**config.mk**
```make
export PLATFORM = sky130hd
export DESIGN_NAME = mem_arbiter
export DESIGN_NICKNAME = d
export VERILOG_FILES = /design/src/rtl/arm_mem_pkg.sv /design/src/rtl/mem_arbiter.sv
export SDC_FILE = /design/constraint.sdc
export NUM_CORES = 1
export LEC_CHECK = 0
export BUFFER_PORTS_ARGS = -buffer_cell sky130_fd_sc_hd__buf_2
export CORE_MARGIN = 2
export CORE_UTILIZATION = 46
export DETAILED_ROUTE_END_ITERATION = 12
export GPL_TIMING_DRIVEN = 1
export PLACE_DENSITY_LB_ADDON = 0.2
export SLEW_MARGIN = 25
export SYNTH_ARGS = -nofsm -noshare
export SYNTH_HDL_FRONTEND = slang
export SYNTH_SLANG_ARGS = --single-unit
```
**constraint.sdc**
```tcl
create_clock -name clk -period 1.8 [get_ports clk]
set_input_delay 0.36 -clock clk [delete_from_list [all_inputs] [get_ports clk]]
set_output_delay 0.36 -clock clk [all_outputs]
set_load 0.02 [all_outputs]
```
**src/rtl/arm_mem_pkg.sv**
```systemverilog
// -----------------------------------------------------------------------------
// arm_mem_pkg
//
// Shared definitions for the ARM core memory subsystem.
//
// Contents:
//   ARM_MEM_AW / ARM_MEM_DW : default address and data widths of the core's
//                             memory buses.
//   arb_state_t             : state encoding of the memory arbiter FSM.
//   arb_is_busy()           : true while a memory transaction is outstanding.
// -----------------------------------------------------------------------------
package arm_mem_pkg;

    localparam int ARM_MEM_AW = 32;
    localparam int ARM_MEM_DW = 32;

    // IDLE    : arbitrating between fetch and data requests
    // IF_BUSY : a fetch owns the memory bus, waiting for mem_ack
    // DM_BUSY : a data access owns the memory bus, waiting for mem_ack
    // RESP    : one-cycle completion pulse back to the granted requester
    typedef enum logic [1:0] {
        IDLE    = 2'd0,
        IF_BUSY = 2'd1,
        DM_BUSY = 2'd2,
        RESP    = 2'd3
    } arb_state_t;

    // The two BUSY states are the only ones in which mem_ack means anything.
    function automatic logic arb_is_busy(input arb_state_t s);
        return (s == IF_BUSY) || (s == DM_BUSY);
    endfunction

endpackage : arm_mem_pkg

```
**src/rtl/mem_arbiter.sv**
```systemverilog
// -----------------------------------------------------------------------------
// mem_arbiter
//
// Shares one single-ported memory between the fetch stage (IF) and the memory
// stage (DM) of the pipeline. Data accesses normally win arbitration, but a
// saturating streak counter guarantees that a waiting fetch is served after
// MAX_DM_STREAK consecutive data grants.
//
// Parameters:
//   AW            : address width
//   DW            : data width
//   MAX_DM_STREAK : consecutive data grants allowed while a fetch waits
//
// Ports:
//   clk, rst                         : clock (rising edge), async active-low reset
//   if_req, if_addr                  : fetch read request
//   if_ready, if_rdata               : one-cycle fetch completion pulse and data
//   dm_req, dm_we, dm_addr, dm_wdata : data-stage request
//   dm_ready, dm_rdata               : one-cycle data completion pulse and data
//   mem_req, mem_we, mem_addr,
//   mem_wdata                        : registered request bus to the memory
//   mem_ack, mem_rdata               : memory completion and read data
//   stall_if, stall_mem              : per-stage stall requests
//
// Timing: a request sampled in IDLE at edge N puts mem_req on the bus in cycle
// N+1; the ready pulse appears in the cycle after mem_ack is sampled.
// -----------------------------------------------------------------------------
module mem_arbiter
    import arm_mem_pkg::*;
#(
    parameter int AW            = ARM_MEM_AW,
    parameter int DW            = ARM_MEM_DW,
    parameter int MAX_DM_STREAK = 4
) (
    input  logic          clk,
    input  logic          rst,

    input  logic          if_req,
    input  logic [AW-1:0] if_addr,
    output logic          if_ready,
    output logic [DW-1:0] if_rdata,

    input  logic          dm_req,
    input  logic          dm_we,
    input  logic [AW-1:0] dm_addr,
    input  logic [DW-1:0] dm_wdata,
    output logic          dm_ready,
    output logic [DW-1:0] dm_rdata,

    output logic          mem_req,
    output logic          mem_we,
    output logic [AW-1:0] mem_addr,
    output logic [DW-1:0] mem_wdata,
    input  logic          mem_ack,
    input  logic [DW-1:0] mem_rdata,

    output logic          stall_if,
    output logic          stall_mem
);

    // Wide enough to hold MAX_DM_STREAK itself, since the counter saturates there.
    localparam int            SW         = $clog2(MAX_DM_STREAK + 1);
    localparam logic [SW-1:0] STREAK_MAX = SW'(MAX_DM_STREAK);
    localparam logic [SW-1:0] STREAK_ONE = SW'(1);

    arb_state_t    state;
    logic [SW-1:0] streak;
    logic [SW-1:0] streak_next;

    logic          grant_dm;
    logic          grant_if;

    // Registered copies of the granted request; the memory bus is driven only
    // from these so requester changes after grant never reach the memory.
    logic          mem_req_q;
    logic          mem_we_q;
    logic [AW-1:0] mem_addr_q;
    logic [DW-1:0] mem_wdata_q;

    // Captured read data and completion pulses for each requester.
    logic [DW-1:0] if_rdata_q;
    logic [DW-1:0] dm_rdata_q;
    logic          if_ready_q;
    logic          dm_ready_q;

    // Arbitration decision, only meaningful in IDLE. Data wins unless it has
    // already used up its streak allowance, in which case a pending fetch goes.
    always_comb begin
        grant_dm = 1'b0;
        grant_if = 1'b0;
        if (state == IDLE) begin
            if (dm_req && (streak < STREAK_MAX)) begin
                grant_dm = 1'b1;
            end else if (if_req) begin
                grant_if = 1'b1;
            end
        end
    end

    // Streak bookkeeping. The count only measures how long a fetch has been
    // starved, so it resets whenever no fetch is waiting or a fetch is granted,
    // and grows by one for every data grant made past a waiting fetch.
    always_comb begin
        streak_next = streak;
        if (state == IDLE) begin
            if (!if_req || grant_if) begin
                streak_next = '0;
            end else if (grant_dm && (streak != STREAK_MAX)) begin
                streak_next = streak + STREAK_ONE;
            end
        end
    end

    // Main FSM with registered outputs. Reset clears everything at once, which
    // also drops mem_req asynchronously and aborts any transaction in flight
    // without a ready pulse. The ready pulses default low every cycle so they
    // can only ever last the single RESP cycle.
    always_ff @(posedge clk or negedge rst) begin
        if (!rst) begin
            state       <= IDLE;
            streak      <= '0;
            mem_req_q   <= 1'b0;
            mem_we_q    <= 1'b0;
            mem_addr_q  <= '0;
            mem_wdata_q <= '0;
            if_rdata_q  <= '0;
            dm_rdata_q  <= '0;
            if_ready_q  <= 1'b0;
            dm_ready_q  <= 1'b0;
        end else begin
            if_ready_q <= 1'b0;
            dm_ready_q <= 1'b0;
            streak     <= streak_next;

            case (state)
                IDLE: begin
                    if (grant_dm) begin
                        state       <= DM_BUSY;
                        mem_req_q   <= 1'b1;
                        mem_we_q    <= dm_we;
                        mem_addr_q  <= dm_addr;
                        mem_wdata_q <= dm_wdata;
                    end else if (grant_if) begin
                        state       <= IF_BUSY;
                        mem_req_q   <= 1'b1;
                        mem_we_q    <= 1'b0;
                        mem_addr_q  <= if_addr;
                        mem_wdata_q <= '0;
                    end
                end

                IF_BUSY: begin
                    if (mem_ack) begin
                        state      <= RESP;
                        mem_req_q  <= 1'b0;
                        mem_we_q   <= 1'b0;
                        if_rdata_q <= mem_rdata;
                        if_ready_q <= 1'b1;
                    end
                end

                DM_BUSY: begin
                    if (mem_ack) begin
                        state      <= RESP;
                        mem_req_q  <= 1'b0;
                        mem_we_q   <= 1'b0;
                        dm_rdata_q <= mem_rdata;
                        dm_ready_q <= 1'b1;
                    end
                end

                RESP: begin
                    state <= IDLE;
                end

                default: begin
                    state <= IDLE;
                end
            endcase
        end
    end

    // Everything facing the memory and the requesters comes straight from
    // registers; the captured data simply holds between RESP cycles.
    assign mem_req   = mem_req_q;
    assign mem_we    = mem_we_q;
    assign mem_addr  = mem_addr_q;
    assign mem_wdata = mem_wdata_q;

    assign if_ready  = if_ready_q;
    assign if_rdata  = if_rdata_q;
    assign dm_ready  = dm_ready_q;
    assign dm_rdata  = dm_rdata_q;

    // Stalls are combinational so a stage releases in the same cycle its
    // ready pulse arrives.
    assign stall_if  = if_req & ~if_ready;
    assign stall_mem = dm_req & ~dm_ready;

endmodule : mem_arbiter
```
==> Word-level counts from Yosys, hierarchy flattened <==
Cells that the tools add are included.
{ "totals": {"out_inout_bits": 134, "reg_bits": 137, "ram_bits": 0, "elab_cells": 62, "mem_bits_ro": 0, "n_memories": 0, "latch_bits": 0, "input_bits": 134} }
{ "op_classes": {"mul": 0, "n_eq_ne": 6, "div": 0, "addsub": 1, "magnitude_cmp": 1, "shift": 0, "n_reduce_logical": 15, "n_mux": 25, "n_bitwise": 4} }
{ "ops": {"columns": ["operator", "count"], "rows": [
  ["2-to-1 mux 32 bit", 4],
  ["2-to-1 mux 1 bit", 13],
  ["AND reduction 2 bit", 5],
  ["2-to-1 mux 2 bit", 3],
  ["2-to-1 mux 3 bit", 2],
  ["inequality test 3 bit (second input constant)", 2],
  ["case mux 2 bit (3 select lines)", 1],
  ["nonzero test 2 bit", 3],
  ["equality test 2 bit (second input constant)", 2],
  ["case mux 1 bit (2 select lines)", 2],
  ["adder 3 x 1 -> 3 bit (second input constant)", 1],
  ["less-than comparator 3 bit (second input constant)", 1],
  ["AND reduction 3 bit", 1],
  ["AND 1 bit", 2],
  ["equality test 2 x 1 -> 1 bit (second input constant)", 1],
  ["logical AND 1 bit", 2],
  ["zero test 2 bit", 1],
  ["inequality test 2 x 1 -> 1 bit (second input constant)", 1],
  ["NOT 1 bit", 2],
  ["OR reduction 2 bit", 1],
  ["zero test 1 bit", 1],
  ["logical OR 1 bit", 1]
]} }

==> Depth between registers and ports, before layout <==
Gate-level depths: netlist (run 1).
{ "logic_depth": {"word_depth": 7, "depth_mapped": 7, "mapped_depth_nobuf": 5} }

==> Worst setup path before layout (run 1) <==
OpenSTA, ideal clock, no wires.
{ "synth_path": {"path_type": "register to register", "from": "register state[0]", "to": "register mem_addr_q[16] (netlist: mem_addr[16])", "stages_incl_launch_ff": 8, "setup_ps": 126, "slack_ps": 206, "path_buffers": 2, "period_less_slack_ps": 1594, "required_time_ps": 1674, "t_arrival_ps": 1468, "cell_sequence": "dfrtp_1 > inv_1 > ha_1 > buf_2 > and2_4 > clkbuf_1 > and3_1 > a221o_1"} }
{ "synth_between": {"elab_chain_len": 4, "word_cells_on_any_way": 6, "cone_classes": "3 x mux; 3 x reduce/logical"} }
{ "synth_lines": {"columns": ["item", "line", "source"], "rows": [
  ["from (decl)", "mem_arbiter.sv:66", "arb_state_t state;"],
  ["from (signal assigned)", "mem_arbiter.sv:120", "state <= IDLE;"],
  ["from (signal assigned)", "mem_arbiter.sv:138", "state <= DM_BUSY;"],
  ["from (signal assigned)", "mem_arbiter.sv:144", "state <= IF_BUSY;"],
  ["zero test 2 bit *", "mem_arbiter.sv:91, mem_arbiter.sv:135", null],
  ["2-to-1 mux 1 bit", "mem_arbiter.sv:91", "if (state == IDLE) begin"],
  ["nonzero test 2 bit (no source line)", null, null],
  ["AND reduction 2 bit (no source line)", null, null],
  ["to (signal assigned)", "mem_arbiter.sv:141", "mem_addr_q <= dm_addr;"],
  ["to (signal assigned)", "mem_arbiter.sv:147", "mem_addr_q <= if_addr;"],
  ["to (decl)", "mem_arbiter.sv:77", "logic [AW-1:0] mem_addr_q;"]
]} }
Every way passes the cells marked *; elsewhere a longest branch is shown, timed or not.
A chain may end at the register's enable or synchronous reset.

==> Worst setup path in the final report (run 1) <==
{ "layout_path": {"from": "register state[1]", "to": "register mem_addr_q[7] (netlist: mem_addr[7])"} }
Same word-level chain as after synthesis.

==> flow_summary.ini, run 1 <==
[status]
status = complete, no violations

[setup_path]
cp_slowest_stage_delay_ps = 390
arrival_ps = 2030
required_ps = 2150
crit_top_cell = inv_1
setup.worst_path.class = reg2reg
cp_max_fo = 27
slowest_stage = dfrtp_1
startpoint_type = flop
crit_chain = inv_1 -> ha_2 -> inv_1 -> nor2_4 -> clkbuf_16 -> a221o_1
ff2ff_path_depth = 6
cp-end-kind = flop

[clock_tree]
cts_buffers = 17
tritoncts = built
htreeDepth = 4
cts_max_path_buffers = 2
cts-root-buf = clkbuf_16
post-cts-setup-buffers = 0
clk_latency_ps = 410
cts.sinks = 137
clk_pin_slew_ps = 60

[place]
portBuffers = 267
dp_hpwl_mm = 10.2
place_ws_ps = 17.2
gp_congestion = 0.811

[timing]
fin_skew_ps = 5.43
tns_ps = 0
rsz0062_at_grt = false
fin_crit_ps = 1680
max_freq_mhz = 595
fin_crit_sh = 0.934
hold_viol = 0
layout_setup_ws_ps = 120
tightest_slew_ps = 362
finalSetupViolCount = 0
slew_viol_final = 0
relSlewSlack = 0.759

[synthesis]
synth_compound_gate_area_share = 0.131
synthMuxAreaShare = 0.133
synth_cell_types = 31
yosysWarnings = 0
synth_nets = 507
synth-simple-area-share = 0.0528
yosysSeqAreaShare = 0.635
synth-xor-area-share = 0
synth_area_um2 = 5400
netlist_instances = 368
synth_adder_area_share = 0.0116
synth_top_family_by_area = multiplexers
ys_ff_latch = 137
synth.avg_cell_area_um2 = 14.7

[global_route]
grt_antenna_before_repair = 0
grt-ovfl-total = 0
grtUsageTotal = 0.229
grt_first_pass_wirelength_mm = 22.5
grt_max_degree = 59
grt_pass1_vias = 4322

[detailed_routing]
ant_nets = 0
vias = 4260
drt-met1-wl_mm = 5.91
drt-vias-per-instance = 5.35
first_pass_iters = 6
dr_wl_met3_mm = 1.15
drtIter0Drc = 330
top_layer = met4
route.met2.wl_mm = 7.28
routed_wl_mm = 14.6
wl_per_cell_um = 18.3
route.detailed.drc = 0

[floorplanning]
die_height_um = 112
die_w_um = 112
num_io_pins = 268
rows = 39
initial_core_util = 0.473
dieArea_um2 = 12600
core_area_um2 = 11400

[final_layout]
syn_to_final_growth_pct = 40.2
drive_above_1_share = 0.583
filler_cell_count = 877
nets = 780
antenna_cells = 0

[power]
ir_worst_vdd_mv = 1.20
power_leakage_nw = 4.04
p_per_area_nw_per_um2 = 2020
p_total_mw = 15.3

[hold_path]
hold-path-cell-count = 2
hp-class = in2reg

[flow_run]
drv_cap = 0
## area by class of cell
type | count | area (µm²) | share of cell area
inverters | 9 | 33.8 | 0.00446
flip-flops and latches | 137 | 3430 | 0.453
clock inverters | 10 | 116 | 0.0154
well taps | 143 | 179 | 0.0236
repair buffers | 282 | 1540 | 0.203
clock buffers | 22 | 484 | 0.0639
multi-input cells | 194 | 1790 | 0.237
## cells in the final DEF (no fill, tap or decap), types with 3 or more instances in the layout
master,instances
buf_2,266
dfrtp_1,137
mux2_2,64
a22o_1,32
and3_1,32
a221o_1,32
clkbuf_16,18
inv_1,9
buf_4,8
buf_12,5
ha_1,4
clkbuf_8,4
nand2_1,3
clkinv_2,3
## Yosys cell counts
cell type  count  area share
a211oi_1       2      0.0028
a21o_1         1      0.0014
a21oi_1        2      0.0019
a221o_1       32       0.059
a22o_1        32       0.052
a31oi_1        1      0.0012
a32o_1         2      0.0037
and2_4         1      0.0016
and2b_1        1      0.0014
and3_1        32       0.037
buf_2         14       0.013
buf_4          5      0.0070
buf_6          3      0.0063
clkbuf_1       6      0.0042
dfrtp_1      137        0.63
ha_1           5       0.012
inv_1          9      0.0063
mux2_2        64        0.13
nand2_1        3      0.0021
nand2b_1       2      0.0023
nand2b_2       1      0.0016
nand3b_1       1      0.0014
nor2_1         1     0.00069
nor2_2         1      0.0012
nor2b_1        2      0.0023
o211a_1        1      0.0019
o21ai_0        2      0.0019
o21ai_1        1     0.00093
o221ai_1       1      0.0016
o22ai_1        2      0.0023
or3_1          1      0.0012
## layer usage
layer / vias to the layer above / GRT usage
met3: 19 / 0.0788
met2: 197 / 0.373
met4: 0 / 0.0797
met1: 2111 / 0.286
li1: 1933 / -
met5: - / 0
## critical path: cells and delay by family (launching register included)
kind                       cells  cell delay (ps)
DFF                            1              390
AOI/OAI and AO/OA              1              160
and+or+nand+nor                1              230
buffers and inverters          3              510
adders and majority gates      1              320
## path summary, 6_finish.rpt
kind / startpoint / end / slack (ps)
max: state[1]$_DFFE_PN0P_ / mem_addr[7]$_DFFE_PN0P_ / 120
min: dm_wdata[4] / mem_wdata[4]$_DFFE_PN0P_ / 170
max reg2reg: state[1]$_DFFE_PN0P_ / mem_addr[7]$_DFFE_PN0P_ / 120
min reg2reg: mem_wdata[15]$_DFFE_PN0P_ / mem_wdata[15]$_DFFE_PN0P_ / 490
max in group asynchronous: rst / mem_wdata[29]$_DFFE_PN0P_ / 750
min in group asynchronous: rst / mem_wdata[4]$_DFFE_PN0P_ / 410
## logic make-up after synthesis
kind of cell | Yosys count
compound gates | 79
fa+ha+maj | 5
buf+inv | 37
flops | 137
mux | 64
simple gates | 46
## sequential cells by signal, indices dropped and copies added, names as in the netlist
signal,count
dm_rdata,32
if_rdata,32
mem_addr,32
mem_wdata,32
streak,3
state,2
dm_ready,1
if_ready,1
mem_req,1
mem_we,1
## power breakdown
group          internal, mW  switching (mW)  total (mW)
registers              4.55           0.760        5.31
clock network          2.19            1.29        3.48
logic                  2.76            3.78        6.54
total                  9.49            5.83        15.3
## repair_timing
action / in CTS / in global routing
endpoints found under the hold margin: 32 / 0
cloned: 0 / 1
hold buffers: 1 / 0
setup endpoints to repair: 54 / 24
gates resized for setup: 1 / 0
## through the flow
step                      area, µm²  cells  utilization  hold WS, ps
after global routing           7570    797        0.663          152
after CTS                      7550    796        0.661          151
after detailed placement       6930    763        0.607          276
after floorplan                5400    368            -         64.4
after global placement         6930    763        0.607          273
final                          7570    797        0.663          169
No activity file was read; power rests on OpenSTA's default activity.
==> run 2: changes to the inputs <==
--- a/config.mk
+++ b/config.mk
@@ -7,9 +7,10 @@
 export LEC_CHECK = 0
 export BUFFER_PORTS_ARGS = -buffer_cell sky130_fd_sc_hd__buf_2
 export CORE_MARGIN = 2
-export CORE_UTILIZATION = 46
+export CORE_UTILIZATION = 47
+export CTS_BUF_LIST = sky130_fd_sc_hd__clkbuf_2 sky130_fd_sc_hd__clkbuf_4 sky130_fd_sc_hd__clkbuf_8
 export DETAILED_ROUTE_END_ITERATION = 12
-export GPL_TIMING_DRIVEN = 1
+export GPL_TIMING_DRIVEN = 0
 export PLACE_DENSITY_LB_ADDON = 0.2
 export SLEW_MARGIN = 25
 export SYNTH_ARGS = -nofsm -noshare
==> run 2 against run 1 <==
Cell count up 2.0%. Total power down 7.1%. Clock power down 33%. Worst hold slack worse by 34 ps. Wire length down 1.7%. Critical path depth up 1. Utilization down 1.3 points. Clock skew up 8.8 ps. First-iteration DRC count down 24%. Register-to-register slack worse by 60 ps. Highest routed layer unchanged.
==> flow_summary.ini, run 2 (same netlist as run 1, synthesis figures left out) <==
[hold_path]
min_to = mem_wdata[30]$_DFFE_PN0P_
min_from = dm_wdata[30]
hold-path-cell-count = 2
hp-class = in2reg

[power]
p_clk_frac = 0.165
ir_worst_vdd_mv = 1.17
p_per_area_nw_per_um2 = 1930
p_int_mw = 8.56
seq_power_share = 0.370
pwr-share-comb = 0.465
switchingPower_mw = 5.66
sw_frac_of_total = 0.398
p_total_mw = 14.2
power_leakage_nw = 3.97

[setup_path]
cp_max_fo = 10
ff2ff_path_depth = 7
setup.worst_path.class = reg2reg
path_buf_inv = 3
cp-end-kind = flop
cp_slowest_stage_delay_ps = 380
required_ps = 2110
cp_top_family = buffers and inverters
slowest_stage = dfrtp_1
r2r_slack_ps = 50
r2r_end = mem_addr[29]$_DFFE_PN0P_
reg2reg_from = state[1]$_DFFE_PN0P_
crit_cells = 7
startpoint_type = flop
crit_chain = inv_1 -> ha_1 -> buf_6 -> and2_4 -> buf_4 -> and3_1 -> a221o_1
arrival_ps = 2060

[final_layout]
nets = 796
final_common_cell = buf_2
finalNonFillerCells = 813
syn_to_final_growth_pct = 36.3
layout_common_cells = buf_2, dfrtp_1, mux2_2
drive_above_1_share = 0.584

[clock_tree]
cts-root-buf = clkbuf_8
clk_pin_slew_ps = 80
clk_latency_ps = 450
htreeDepth = 4
cts_buffers = 17
cts_max_path_buffers = 2
tritoncts = built
cts.sinks = 137

[timing]
relSlewSlack = 0.663
tightest_slew_ps = 505
hold_ws_ps = 135
fin_crit_ps = 1750
slew_viol_final = 0
fin_crit_sh = 0.970
fin_skew_ps = 14.2
rsz0062_at_grt = true
finalSetupViolCount = 0
max_freq_mhz = 573
hold_viol = 0
tns_ps = 0

[floorplanning]
dieArea_um2 = 12400
num_io_pins = 268
rows = 39
core_area_um2 = 11300
die_w_um = 111
initial_core_util = 0.477
die_height_um = 111

[global_route]
grtUsageTotal = 0.236
grt_first_pass_wirelength_mm = 22.6
grt_pass1_vias = 4476
grt-ovfl-total = 0
grt_max_degree = 74
grt_antenna_before_repair = 1

[detailed_routing]
vias = 4324
routed_wl_mm = 14.3
first_pass_iters = 4
drt-vias-per-instance = 5.32
drtIter0Drc = 252
route.detailed.drc = 0
ant_nets = 0
wl_per_cell_um = 17.6

[place]
dp_hpwl_mm = 10.6
portBuffers = 266
gp_congestion = 0.858
placed_cells = 778

[flow_run]
drv_cap = 0

[status]
status = complete, no violations
==> run 2: what timing repair did <==
item | in CTS | in global routing
buffers inserted | 0 | 2
setup endpoints to repair | 13 | 33
endpoints found under the hold margin | 64 | 0
resized for setup | 3 | 6
pin swaps | 0 | 0
hold buffers | 1 | 0
==> run 2: cell type report <==
type | count | area [µm²]
fillers | 900 | 3960
flip-flops and latches | 137 | 3430
multi-input cells | 194 | 1770
repair buffers | 270 | 1390
clock buffers | 22 | 297
well taps | 143 | 179
plain buffers | 28 | 178
clock inverters | 9 | 72.6
inverters | 9 | 33.8
diodes | 1 | 2.50
==> run 2: worst max-delay path by stage <==
stage,start,endpoint,slack (ps)
2_1_floorplan,state[0]$_DFFE_PN0P_,mem_addr[16]$_DFFE_PN0P_,210
3_3_place_gp,rst,dm_rdata[28]$_DFFE_PN0P_,-1400
3_5_place_dp,state[0]$_DFFE_PN0P_,mem_addr[4]$_DFFE_PN0P_,-9
4_1_cts,state[0]$_DFFE_PN0P_,mem_addr[8]$_DFFE_PN0P_,30
5_1_grt,state[0]$_DFFE_PN0P_,if_rdata[22]$_DFFE_PN0P_,-30
6_report,state[1]$_DFFE_PN0P_,mem_addr[29]$_DFFE_PN0P_,50
==> run 2: worst reg2reg max path, stage by stage, from the launching register on <==
cell and delay, ps:
dfrtp_1 380, inv_1 90, ha_1 210, buf_6 150
and2_4 160, buf_4 180, and3_1 190, a221o_1 270
==> run 2: power groups by stage <==
stage / Combinational (mW) / Clock [mW] / Sequential, mW
2_1_floorplan: 2.51 / 0 / 7.02
3_3_place_gp: 6.49 / 0 / 5.22
3_5_place_dp: 6.61 / 0 / 5.29
4_1_cts: 6.65 / 2.41 / 5.26
5_1_grt: 7.09 / 2.52 / 5.44
6_report: 6.62 / 2.34 / 5.27
==> run 2: metal layers <==
layer / share of wire / wire [µm] / track usage / up-vias
li1: - / - / - / 1959
met1: 0.40 / 5790 / 0.282 / 2139
met2: 0.50 / 7120 / 0.398 / 199
met3: 0.077 / 1100 / 0.0755 / 27
met4: 0.023 / 324 / 0.0889 / 0
met5: 0 / 0 / 0 / -
==> run 2: per-stage QoR <==
step	area [µm²]	worst slack [ps]	utilization
after floorplan	5400	206	-
after global placement	6910	-1400	0.610
after detailed placement	6950	-8.58	0.614
after CTS	7330	26.1	0.648
after global routing	7360	-28.8	0.650
final	7360	54.8	0.650
